`config.mk`:
```
export PLATFORM = sky130hd
export DESIGN_NAME = simple_uart
export DESIGN_NICKNAME = d
export VERILOG_FILES = /design/src/rtl/simple_uart_pkg.sv /design/src/rtl/uart_sync2.sv /design/src/rtl/simple_uart.sv
export SDC_FILE = /design/constraint.sdc
export NUM_CORES = 1
export LEC_CHECK = 0
export ABC_AREA = 1
export CORE_UTILIZATION = 61
export DETAILED_ROUTE_END_ITERATION = 7
export GPL_ROUTABILITY_DRIVEN = 0
export HOLD_SLACK_MARGIN = 0.02
export PLACE_DENSITY = 0.88
export SLEW_MARGIN = 5
export SYNTH_ARGS = -nofsm -noshare
export SYNTH_HDL_FRONTEND = slang
export SYNTH_SLANG_ARGS = --single-unit
```
`constraint.sdc`:
```
create_clock -name clk -period 13.1 [get_ports clk]
set_clock_uncertainty 0.05 [all_clocks]
set_input_delay 1.31 -clock clk [delete_from_list [all_inputs] [get_ports clk]]
set_output_delay 1.31 -clock clk [all_outputs]
set_load 0.01 [all_outputs]
```
`src/rtl/simple_uart_pkg.sv`:
```
// rtl/simple_uart_pkg.sv - shared types and constants for the simple_uart console peripheral
package simple_uart_pkg;

    typedef enum logic [1:0] {
        RX_IDLE  = 2'd0,
        RX_START = 2'd1,
        RX_DATA  = 2'd2,
        RX_STOP  = 2'd3
    } rx_state_t;

    localparam logic [3:0] FRAME_BITS = 4'd10;
    localparam logic [3:0] GUARD_BITS = 4'd15;

    // Divisors below 2 would make the half-bit sample point zero cycles long.
    function automatic logic [31:0] bit_time(input logic [31:0] div);
        return (div < 32'd2) ? 32'd2 : div;
    endfunction

endpackage

```
`src/rtl/uart_sync2.sv`:
```
// rtl/uart_sync2.sv - two-flop synchronizer for the asynchronous serial receive line
module uart_sync2 (
    input  logic clk,
    input  logic resetn,
    input  logic d,
    output logic q
);

    logic meta;

    // Both stages reset to mark so a line held idle never looks like a start bit.
    always_ff @(posedge clk or negedge resetn) begin
        if (!resetn) begin
            meta <= 1'b1;
            q    <= 1'b1;
        end else begin
            meta <= d;
            q    <= meta;
        end
    end

endmodule

```
`src/rtl/simple_uart.sv`:
```
// rtl/simple_uart.sv - memory-mapped 8N1 UART with programmable divisor and one-byte receive buffer
module simple_uart #(
    parameter logic [31:0] DEFAULT_DIV = 32'd1
) (
    input  logic        clk,
    input  logic        resetn,
    output logic        ser_tx,
    input  logic        ser_rx,
    input  logic [3:0]  reg_div_we,
    input  logic [31:0] reg_div_di,
    output logic [31:0] reg_div_do,
    input  logic        reg_dat_we,
    input  logic        reg_dat_re,
    input  logic [31:0] reg_dat_di,
    output logic [31:0] reg_dat_do,
    output logic        reg_dat_wait
);
    import simple_uart_pkg::*;

    logic [31:0] div_reg;
    logic [31:0] bit_t;
    logic [31:0] half_t;

    logic        tx_line;
    logic [8:0]  tx_shift;
    logic [3:0]  tx_bitcnt;
    logic [31:0] tx_divcnt;
    logic        tx_dummy;
    logic        tx_busy;
    logic        tx_bit_done;
    logic        div_write;

    logic        rx_s;
    rx_state_t   rx_state;
    rx_state_t   rx_next;
    logic [31:0] rx_cnt;
    logic [2:0]  rx_bitidx;
    logic [7:0]  rx_shift;
    logic [7:0]  rx_buf;
    logic        rx_valid;
    logic        half_done;
    logic        full_done;
    logic        rx_cnt_clr;
    logic        rx_bit_clr;
    logic        rx_shift_en;
    logic        rx_store;

    logic        unused_dat_hi;
    assign unused_dat_hi = ^reg_dat_di[31:8];

    always_ff @(posedge clk or negedge resetn) begin
        if (!resetn) begin
            div_reg <= DEFAULT_DIV;
        end else begin
            for (int i = 0; i < 4; i++) begin
                if (reg_div_we[i]) div_reg[8*i +: 8] <= reg_div_di[8*i +: 8];
            end
        end
    end

    assign reg_div_do = div_reg;
    assign bit_t      = bit_time(div_reg);
    assign half_t     = {1'b0, bit_t[31:1]};
    assign div_write  = |reg_div_we;

    // A divisor write in progress counts as busy so an idle-guard start never races a byte accept.
    assign tx_busy      = tx_dummy || div_write || (tx_bitcnt != 4'd0);
    assign reg_dat_wait = reg_dat_we && tx_busy;
    assign tx_bit_done  = tx_divcnt >= (bit_t - 32'd1);
    assign ser_tx       = tx_line;

    // The ">=" compare lets a shrinking divisor end the current bit at once instead of wrapping.
    always_ff @(posedge clk or negedge resetn) begin
        if (!resetn) begin
            tx_line   <= 1'b1;
            tx_shift  <= '1;
            tx_bitcnt <= 4'd0;
            tx_divcnt <= 32'd0;
            tx_dummy  <= 1'b1;
        end else if (tx_bitcnt == 4'd0) begin
            if (tx_dummy || div_write) begin
                tx_line   <= 1'b1;
                tx_shift  <= '1;
                tx_bitcnt <= GUARD_BITS;
                tx_divcnt <= 32'd0;
                tx_dummy  <= 1'b0;
            end else if (reg_dat_we) begin
                tx_line   <= 1'b0;
                tx_shift  <= {1'b1, reg_dat_di[7:0]};
                tx_bitcnt <= FRAME_BITS;
                tx_divcnt <= 32'd0;
            end
        end else begin
            if (div_write) tx_dummy <= 1'b1;
            if (tx_bit_done) begin
                tx_divcnt <= 32'd0;
                tx_bitcnt <= tx_bitcnt - 4'd1;
                tx_line   <= tx_shift[0];
                tx_shift  <= {1'b1, tx_shift[8:1]};
            end else begin
                tx_divcnt <= tx_divcnt + 32'd1;
            end
        end
    end

    uart_sync2 u_sync (
        .clk    (clk),
        .resetn (resetn),
        .d      (ser_rx),
        .q      (rx_s)
    );

    assign half_done = rx_cnt >= (half_t - 32'd1);
    assign full_done = rx_cnt >= (bit_t - 32'd1);

    always_ff @(posedge clk or negedge resetn) begin
        if (!resetn) rx_state <= RX_IDLE;
        else         rx_state <= rx_next;
    end

    always_comb begin
        rx_next = rx_state;
        case (rx_state)
            RX_IDLE:  if (!rx_s) rx_next = RX_START;
            RX_START: if (half_done) rx_next = rx_s ? RX_IDLE : RX_DATA;
            RX_DATA:  if (full_done && rx_bitidx == 3'd7) rx_next = RX_STOP;
            RX_STOP:  if (full_done) rx_next = RX_IDLE;
            default:  rx_next = RX_IDLE;
        endcase
    end

    always_comb begin
        rx_cnt_clr  = 1'b0;
        rx_bit_clr  = 1'b0;
        rx_shift_en = 1'b0;
        rx_store    = 1'b0;
        case (rx_state)
            RX_IDLE: begin
                rx_cnt_clr = 1'b1;
                rx_bit_clr = 1'b1;
            end
            RX_START: rx_cnt_clr = half_done;
            RX_DATA: begin
                rx_cnt_clr  = full_done;
                rx_shift_en = full_done;
            end
            RX_STOP: begin
                rx_cnt_clr = full_done;
                rx_store   = full_done;
            end
            default: rx_cnt_clr = 1'b1;
        endcase
    end

    // Completion takes priority over a read strobe in the same cycle.
    always_ff @(posedge clk or negedge resetn) begin
        if (!resetn) begin
            rx_cnt    <= 32'd0;
            rx_bitidx <= 3'd0;
            rx_shift  <= 8'd0;
            rx_buf    <= 8'd0;
            rx_valid  <= 1'b0;
        end else begin
            rx_cnt <= rx_cnt_clr ? 32'd0 : rx_cnt + 32'd1;
            if (rx_bit_clr) rx_bitidx <= 3'd0;
            if (rx_shift_en) begin
                rx_shift  <= {rx_s, rx_shift[7:1]};
                rx_bitidx <= rx_bitidx + 3'd1;
            end
            if (rx_store) begin
                rx_buf   <= rx_shift;
                rx_valid <= 1'b1;
            end else if (reg_dat_re) begin
                rx_valid <= 1'b0;
            end
        end
    end

    assign reg_dat_do = rx_valid ? {24'h000000, rx_buf} : 32'h00000000;

endmodule

```
### Word-level counts from Yosys, hierarchy flattened

Index checks and enable logic that the tools add are counted.

* bits in registers: 135
* output and inout port bits: 66
* word-level logic and storage cells: 89

* $add $sub $neg: 6
* magnitude comparators: 4
* equality and inequality tests: 10
* mux-type cells: 36
* reductions and logical operators: 16

Operator list (number)
* $mux 32: 6
* $ge 32x32->1: 3
* $add 32x1->32 const B: 2
* $mux 9: 4
* $lt 32x2->1 const B: 1
* $sub 31x1->32 const B: 1
* $sub 32x1->32 const B: 1
* $mux 4: 4
* $mux 1: 12
* $mux 2: 5
* $ne 2x2->1 const B: 5
* $mux 8: 1
* $pmux 2 s4: 1
* $reduce_bool 2->1: 4
* $mux 3: 2
* $eq 2x2->1 const B: 2
* $logic_not 4->1: 1
* $reduce_and 2->1: 2
* $reduce_and 4->1: 1
* $reduce_bool 4->1: 1
* $reduce_or 4->1: 1
* $sub 4x1->4 const B: 1
* $add 3x1->3 const B: 1
* $eq 3x3->1 const B: 1
* other kinds (7): 9

### Depth between registers and ports, before layout

Gate-level depths: netlist (run 1).

* depth after elaboration: 7
* depth in mapped cells: 36

### Modules after synthesis

Synthesis (run 1) repeated with hierarchy kept, for this count alone.

* cell total of the unflattened synthesis: 1322
* area total of the unflattened synthesis: 10253.6 sq um

By module, submodules not included
* simple_uart: instances 1, cells an instance 1320, area an instance 10201.0 sq um, seq. area each 3316.9 sq um
* uart_sync2: instances 1, cells an instance 2, area an instance 52.6 sq um, seq. area each 52.6 sq um

### Worst setup path after synthesis (run 1)

Ideal clock, no wire load.

* path type: register to register
* from: register div_reg[9] (netlist: reg_div_do[9])
* to: register rx_cnt[19]
* data arrival time: 4030 ps
* data required time: 12926 ps
* slack: 8895 ps
* stages on the path, launching flop included: 32
* path buffers: 3
* path through: dfrtp_1 buf_6 inv_1 nand2_1 nor2_2 nand2_1 nor2_2 nand2_2 inv_1 nor2_1 ha_1 inv_1 nor2_4 nand2_4 nor3_4 inv_1 nor3_1 nand2_1 xor2_1 ha_1 nand3_1 nor3_1 and2_1 nand4_1 nor2_2 nor2_4 nand3_4 nand2_4 inv_2 buf_6 buf_12 nor2_4

* cells in the longest elaborated chain, start to end: 6
* elaborated cells on any way between the ends: 8

Ends and longest elaborated chain
* from (decl): line simple_uart.sv:20 `logic [31:0] div_reg;`
* from (signal, indexed assignment): line simple_uart.sv:56 `if (reg_div_we[i]) div_reg[8*i +: 8] <= reg_div_di[8*i +: 8];`
* $lt 32x2->1: line simple_uart_pkg.sv:16 `return (div < 32'd2) ? 32'd2 : div;`
* $mux 32 *: line simple_uart_pkg.sv:16
* $sub 32x1->32 or $sub 31x1->32 (tied branches): line simple_uart.sv:114, simple_uart.sv:113
* $ge 32x32->1, on equally long branches: line simple_uart.sv:114, simple_uart.sv:113
* $pmux 1 s3 *: line simple_uart.sv:137 `case (rx_state)`
* $mux 32 *: line simple_uart.sv:164 `rx_cnt <= rx_cnt_clr ? 32'd0 : rx_cnt + 32'd1;`
* to (signal assigned): line simple_uart.sv:164
* to (decl): line simple_uart.sv:36 `logic [31:0] rx_cnt;`

Every way passes the cells marked *; elsewhere a longest branch is shown, timed or not.
A chain may end at the register's enable or synchronous reset.

### Worst setup path after layout (run 1)

* from: register div_reg[2] (netlist: reg_div_do[2])
* to: register rx_cnt[31]

The elaborated chain is that of the path after synthesis.

==> results of run 1 <==
path summary, 6_finish.rpt:
kind                            cells past startpoint                         to                       from
worst max-delay path                               26       rx_cnt[31]$_DFF_PN0_  reg_div_do[2]$_DFFE_PN0P_
worst min-delay path                                0         u_sync.q$_DFF_PN1_      u_sync.meta$_DFF_PN1_
worst max register to register                     26       rx_cnt[31]$_DFF_PN0_  reg_div_do[2]$_DFFE_PN0P_
worst min register to register                      0         u_sync.q$_DFF_PN1_      u_sync.meta$_DFF_PN1_
max in group asynchronous                           2  reg_div_do[7]$_DFFE_PN0P_                     resetn
min in group asynchronous                           1  tx_divcnt[28]$_DFFE_PN0P_                     resetn
power breakdown:
part | total [mW] | switching (mW) | internal (mW)
logic | 0.425 | 0.276 | 0.149
registers | 0.528 | 0.0528 | 0.476
clock network | 0.505 | 0.199 | 0.306
total | 1.46 | 0.527 | 0.931
synthesized netlist by cell type, types with 2 or more instances:
cell	count
nand2_4	5
buf_6	6
nor2_2	12
o31ai_1	2
nor2_1	126
ha_1	100
o211ai_1	2
o22ai_1	3
dfstp_2	13
nand2_1	298
xnor2_1	17
or2_2	4
nand4_1	20
nand2_2	10
buf_2	5
nor3_1	35
nand3_1	54
o21ai_0	70
o21ai_1	3
a211oi_1	5
nor4_1	10
dfrtp_1	121
nand3_2	4
clkbuf_1	9
o221ai_1	2
a21oi_1	71
xor2_1	82
buf_1	2
nor2_4	13
inv_2	11
buf_4	24
or4_1	2
inv_1	148
conb_1	2
routing by layer:
| layer | global-route usage | vias to the layer above |
|---|---|---|
| met4 | 0.150 | 0 |
| li1 | - | 4356 |
| met5 | 0 | - |
| met2 | 0.523 | 410 |
| met3 | 0.0738 | 109 |
| met1 | 0.396 | 4302 |
area by class of cell:
cell class              count  area, µm²  share of cell area
inverters                 159        597              0.0516
repair buffers             91        910              0.0786
flip-flops and latches    134       3370               0.291
clock buffers              18        439              0.0380
clock inverters            14        175              0.0151
well taps                 216        270              0.0234
multi-input cells         989       5810               0.502
per-stage QoR:
stage	hold slack [ns]	setup slack, ns	power [mW]	instance area (µm²)
floorplan	0.295	8.90	0.841	10100
global placement	0.296	7.79	0.925	11000
detailed placement	0.302	7.72	0.946	11000
CTS	0.311	7.68	1.45	11600
global route	0.317	7.09	1.54	11600
finish	0.309	7.49	1.46	11600
registers in the layout, summed over array words and instances (netlist names), named ones only:
signal       count
reg_div_do      32
tx_bitcnt        4
ser_tx           1
tx_shift         8
rx_buf           8
rx_shift         8
rx_valid         1
tx_dummy         1
rx_state         1
u_sync.meta      1
rx_bitidx        3
tx_divcnt       32
u_sync.q         1
rx_cnt          32
logic make-up after synthesis:
family | synth area share
AOI/OAI and AO/OA | 0.0869
DFF | 0.336
xor gates and xnor gates | 0.0865
buffers and inverters | 0.0929
muxes | 0.00112
adders and majority gates | 0.125
and+or+nand+nor | 0.271
other | 0.000749
critical path, stage by stage (launching register included):
cell and delay [ns]:
dfrtp_1 0.42, inv_1 0.17, nand2_1 0.09, nor2_1 0.31, nand2_1 0.12, nor2_2 0.13, nand2_2 0.11, inv_1 0.09
nor2_1 0.06, inv_1 0.12, ha_1 0.22, nand3_2 0.13, nor2_1 0.43, nand2_1 0.18, nor2_1 0.27, xor2_1 0.33
ha_1 0.19, nand2_1 0.05, nor3_1 0.48, and2_1 0.20, nand4_1 0.11, nor2_2 0.14, nor2_4 0.08, nand3_4 0.10
nand2_4 0.08, inv_2 0.61, nor2_1 0.13
==> out/metrics.csv, run 1 <==
metric,value,unit
placed cells,1589,
# fillers,1166,
IO buf count,90,
IO Pins,139,
initial antenna violation count,0,
post-synthesis instance total,1306,
drt total wl,25600,µm
grt total ovfl,0,
met3 wire length,1910,µm
pwr dens,126,mW/mm²
ANT nets after route,0,
Post-Layout Cell Count,1621,
largest net degree at the start of global routing,70,
setup_tns,0,ns
post-synth cell types,49,
Final nets,1565,
R2R setup slack,7.49,ns
Hold WC Path Type,reg2reg,
critical path peak fanout,29,
RSZ-0062 raised after global routing,no,
status,"finished, violations left",
CP Data Arrival Time,5.84,ns
worst skew pair latency,0.43,ns
via count,9177,
TritonCTS Buffers,17,
post-layout util,0.726,
Max-slew headroom,0.319,
htree depth,4,
worst setup path category,reg2reg,
Resize count post-CTS,0,
Die Ht,130,µm
proportion of layout cells with a drive suffix above 1,0.0790,
Mapped Area,0.0100,mm²
"Data required, critical path",13.33,ns
leading area contributor after synthesis,dfrtp_1,
Total Routing Usage GR,0.318,
CTS tree,yes,
HPWL Detailed,18700,µm
Final Max Slew Viols,0,
failing checks,DRC,
clk sinks,134,
Routed WL per cell,15.8,µm
Vias/cell,5.66,
Least-Margin Pin Slew,1.02,ns
vias in the first global route,8762,
initial DRC count,914,
Critical Path Start Type,flop,
Routed met1 length,10300,µm
Most used DFF post-synth,dfrtp_1,
drt first pass iters,8,
CP endpoint kind,flop,
post-route minimum period,5.61,ns
"most common cell after layout, fill and taps aside",nand2_1,
Fin. Hold Viols,0,
ant diodes,0,
"Hold-fix buffers, CTS",0,
Avg Synthesized Cell Area,7.68,µm²
final setup vio count,0,
post-synth top area share,0.302,
Synth-to-Final Area Change,15.4,%
Die X-Extent,130,µm
CTS root buf,clkbuf_16,
uppermost layer routed,met4,
metal2 WL,12300,µm
"Seq/Total Area, Yosys",0.336,
MaxCap Viol Count,0,
post-CTS setup buffers,0,
"flops & latches, synth",134,
top area cells in the synthesized netlist,"dfrtp_1 30%, ha_1 12%, nand2_1 11%, xor2_1 7.2%, inv_1 5.5%",
Remaining DRCs,15,
initial core utilization,0.629,
Ys Warns,0,
Max VDD drop,0.152,mV
Post-synth EDFFs,0,
first-pass GRT wire length,41700,µm
"Period Utilization, post-route",0.429,
static leakage,5.51,nW
most frequent cells in the layout,"298 x nand2_1, 148 x inv_1, 126 x nor2_1",
Peak Freq,178,MHz
row count,46,
Die ar.,0.0170,mm²
clk slew on worst S/H paths,0.06,ns
Std-Cell Core Area,0.0159,mm²
clk buf depth,2,
"Async S/R FF share, synth",1.00,
Power figures use the tool's default switching activity.
==> inputs of run 2 (changes only) <==
CORE_UTILIZATION = 56   (was 61)
PLACE_DENSITY = 0.81   (was 0.88)
clock period = 5.7 ns   (was 13.1 ns; I/O delays follow)
==> run 2 against run 1 <==
The run now ends clean. Global-route usage shrank 3.7 points. Fmax up 8.7%. Sequential power up 130%. Sequential share of layout area down 0.32 points. Register-to-register slack got worse by 7.0 ns. Clock power rose to 2.5 times the previous value. Worst hold slack worse by 0.17 ns. Utilization down 5.4 points. Critical path depth increased by 3. Combinational power is 130% higher.
==> out/metrics.csv, run 2 (synthesis gave the netlist of run 1 again) <==
metric,value,unit,change
CP Data Arrival Time,5.41,ns,was 5.84 ns
first-pass GRT wire length,40300,µm,"was 41,700 µm"
Std-Cell Core Area,0.0174,mm²,was 0.0159 mm²
Resize count post-CTS,0,,unchanged
Int Power,2.30,mW,was 0.931 mW
clk sinks,134,,unchanged
Net Sw Power,1.17,mW,was 0.527 mW
Die ar.,0.0184,mm²,was 0.0170 mm²
status,"complete, no violations",,"was finished, violations left"
ANT nets after route,0,,unchanged
Hold WC Path Type,in2async,,was reg2reg
pre-CTS setup slack,0.658,ns,was 7.72 ns
CP max stage delay,0.50,ns,was 0.61 ns
sequential share of power,0.349,,was 0.362
Comb pwr share,0.285,,was 0.291
Die Ht,136,µm,was 130 µm
critical path peak fanout,21,,was 29
drt first pass iters,6,,was 8
post-route minimum period,5.17,ns,was 5.61 ns
worst skew pair latency,0.43,ns,about the same
post-layout util,0.672,,was 0.726
Final nets,1571,,"was 1,565"
initial DRC count,694,,was 914
setup ws final,0.533,ns,was 7.49 ns
proportion of layout cells with a drive suffix above 1,0.0815,,was 0.0790
HPWL Detailed,18600,µm,"was 18,700 µm"
drt total wl,24800,µm,"was 25,600 µm"
TritonCTS Buffers,17,,unchanged
clk slew on worst S/H paths,0.06,ns,about the same
grt total ovfl,0,,unchanged
clk buf depth,2,,unchanged
Total Routing Usage GR,0.281,,was 0.318
Clk pwr share,0.367,,was 0.346
Max VDD drop,0.259,mV,was 0.152 mV
CTS tree,yes,,unchanged
initial antenna violation count,0,,unchanged
Die X-Extent,136,µm,was 130 µm
Max-slew headroom,0.488,,was 0.319
Critical Path Start Type,flop,,unchanged
"Data required, critical path",5.95,ns,was 13.33 ns
htree depth,4,,unchanged
CP endpoint kind,flop,,unchanged
ant diodes,0,,unchanged
Post-Layout Cell Count,1636,,"was 1,621"
row count,48,,was 46
CP max stage cell,dfrtp_1,,was inv_2
CP Buf/Inv Count,6,,was 4
"most common cell after layout, fill and taps aside",nand2_1,,unchanged
placed cells,1604,,"was 1,589"
initial core utilization,0.576,,was 0.629
CTS root buf,clkbuf_16,,unchanged
Remaining DRCs,0,,was 15
Peak Freq,194,MHz,was 178 MHz
via count,8757,,"was 9,177"
IO Pins,139,,unchanged
post-route design area,0.0117,mm²,was 0.0116 mm²
pwr dens,297,mW/mm²,was 126 mW/mm²
"Hold-fix buffers, CTS",0,,unchanged
Routed WL per cell,15.1,µm,was 15.8 µm
Vias/cell,5.35,,was 5.66
total chip power,3.47,mW,was 1.46 mW
"Period Utilization, post-route",0.906,,was 0.429
Min Hold Slack,0.135,ns,was 0.309 ns
Synth-to-Final Area Change,16.7,%,was 15.4%
Final Max Slew Viols,0,,unchanged
largest net degree at the start of global routing,82,,was 70
static leakage,5.58,nW,was 5.51 nW
vias in the first global route,8262,,"was 8,762"
post-CTS setup buffers,0,,unchanged
Area after DPL,0.0110,mm²,about the same
most frequent cells in the layout,"298 x nand2_1, 148 x inv_1, 126 x nor2_1",,unchanged
setup_tns,0,ns,unchanged
RSZ-0062 raised after global routing,no,,unchanged
Top delay family on crit path,simple AND/OR/NAND/NOR gates,,unchanged
Switching Fraction,0.338,,was 0.362
worst setup path category,reg2reg,,unchanged
IO buf count,90,,unchanged
Fin. Hold Viols,0,,unchanged
MaxCap Viol Count,0,,unchanged
final setup vio count,0,,unchanged
Least-Margin Pin Slew,0.768,ns,was 1.02 ns
-- run 2: per-layer routing --
layer / track usage / share of wire
met1: 0.371 / 0.43
met2: 0.462 / 0.48
met3: 0.0483 / 0.063
met4: 0.103 / 0.026
met5: 0 / 0
-- run 2: path summary, 6_finish.rpt --
path	startpoint	endpoint	slack [ns]	cells after the start
min in group clk	u_sync.meta$_DFF_PN1_	u_sync.q$_DFF_PN1_	0.31	0
max	reg_div_do[18]$_DFFE_PN0P_	rx_cnt[24]$_DFF_PN0_	0.53	29
min	resetn	tx_divcnt[24]$_DFFE_PN0P_	0.13	1
max reg2reg	reg_div_do[18]$_DFFE_PN0P_	rx_cnt[24]$_DFF_PN0_	0.53	29
max in group asynchronous	resetn	reg_div_do[26]$_DFFE_PN0P_	4.29	2
min reg2reg	u_sync.meta$_DFF_PN1_	u_sync.q$_DFF_PN1_	0.31	0
-- run 2: cell type report --
cell class | count | area, µm²
Fill cell | 1377 | 5720
Tap cell | 225 | 282
Timing Repair Buffer | 97 | 967
Clock inverter | 12 | 226
Sequential cell | 134 | 3370
Inverter | 159 | 597
Multi-Input combinational cell | 989 | 5810
Clock buffer | 20 | 447
-- run 2: power groups by stage --
stage / sequential (mW) / combinational (mW) / clock [mW]
floorplan: 1.20 / 0.732 / 0
global placement: 1.22 / 0.946 / 0
detailed placement: 1.22 / 0.977 / 0
CTS: 1.21 / 0.989 / 1.28
global route: 1.22 / 1.12 / 1.33
finish: 1.21 / 0.988 / 1.27
-- run 2: worst reg2reg max path: cells and delay by family, from the launching register on --
kind / cells / cell delay [ns]
xor+xnor: 1 / 0.19
simple gates: 20 / 2.92
flops: 1 / 0.50
fa+ha+maj: 2 / 0.57
buf+inv: 6 / 0.81
==> inputs of run 3 (changes only) <==
--- a/constraint.sdc
+++ b/constraint.sdc
@@ -4,2 +4,2 @@
 set_output_delay 0.57 -clock clk [all_outputs]
-set_load 0.01 [all_outputs]
+set_load 0.02 [all_outputs]
==> results of run 3 <==
Same layout as run 2 (identical final DEF). Status: complete, no violations.
Among the figures that moved: total power 3.47 mW -> 3.50 mW
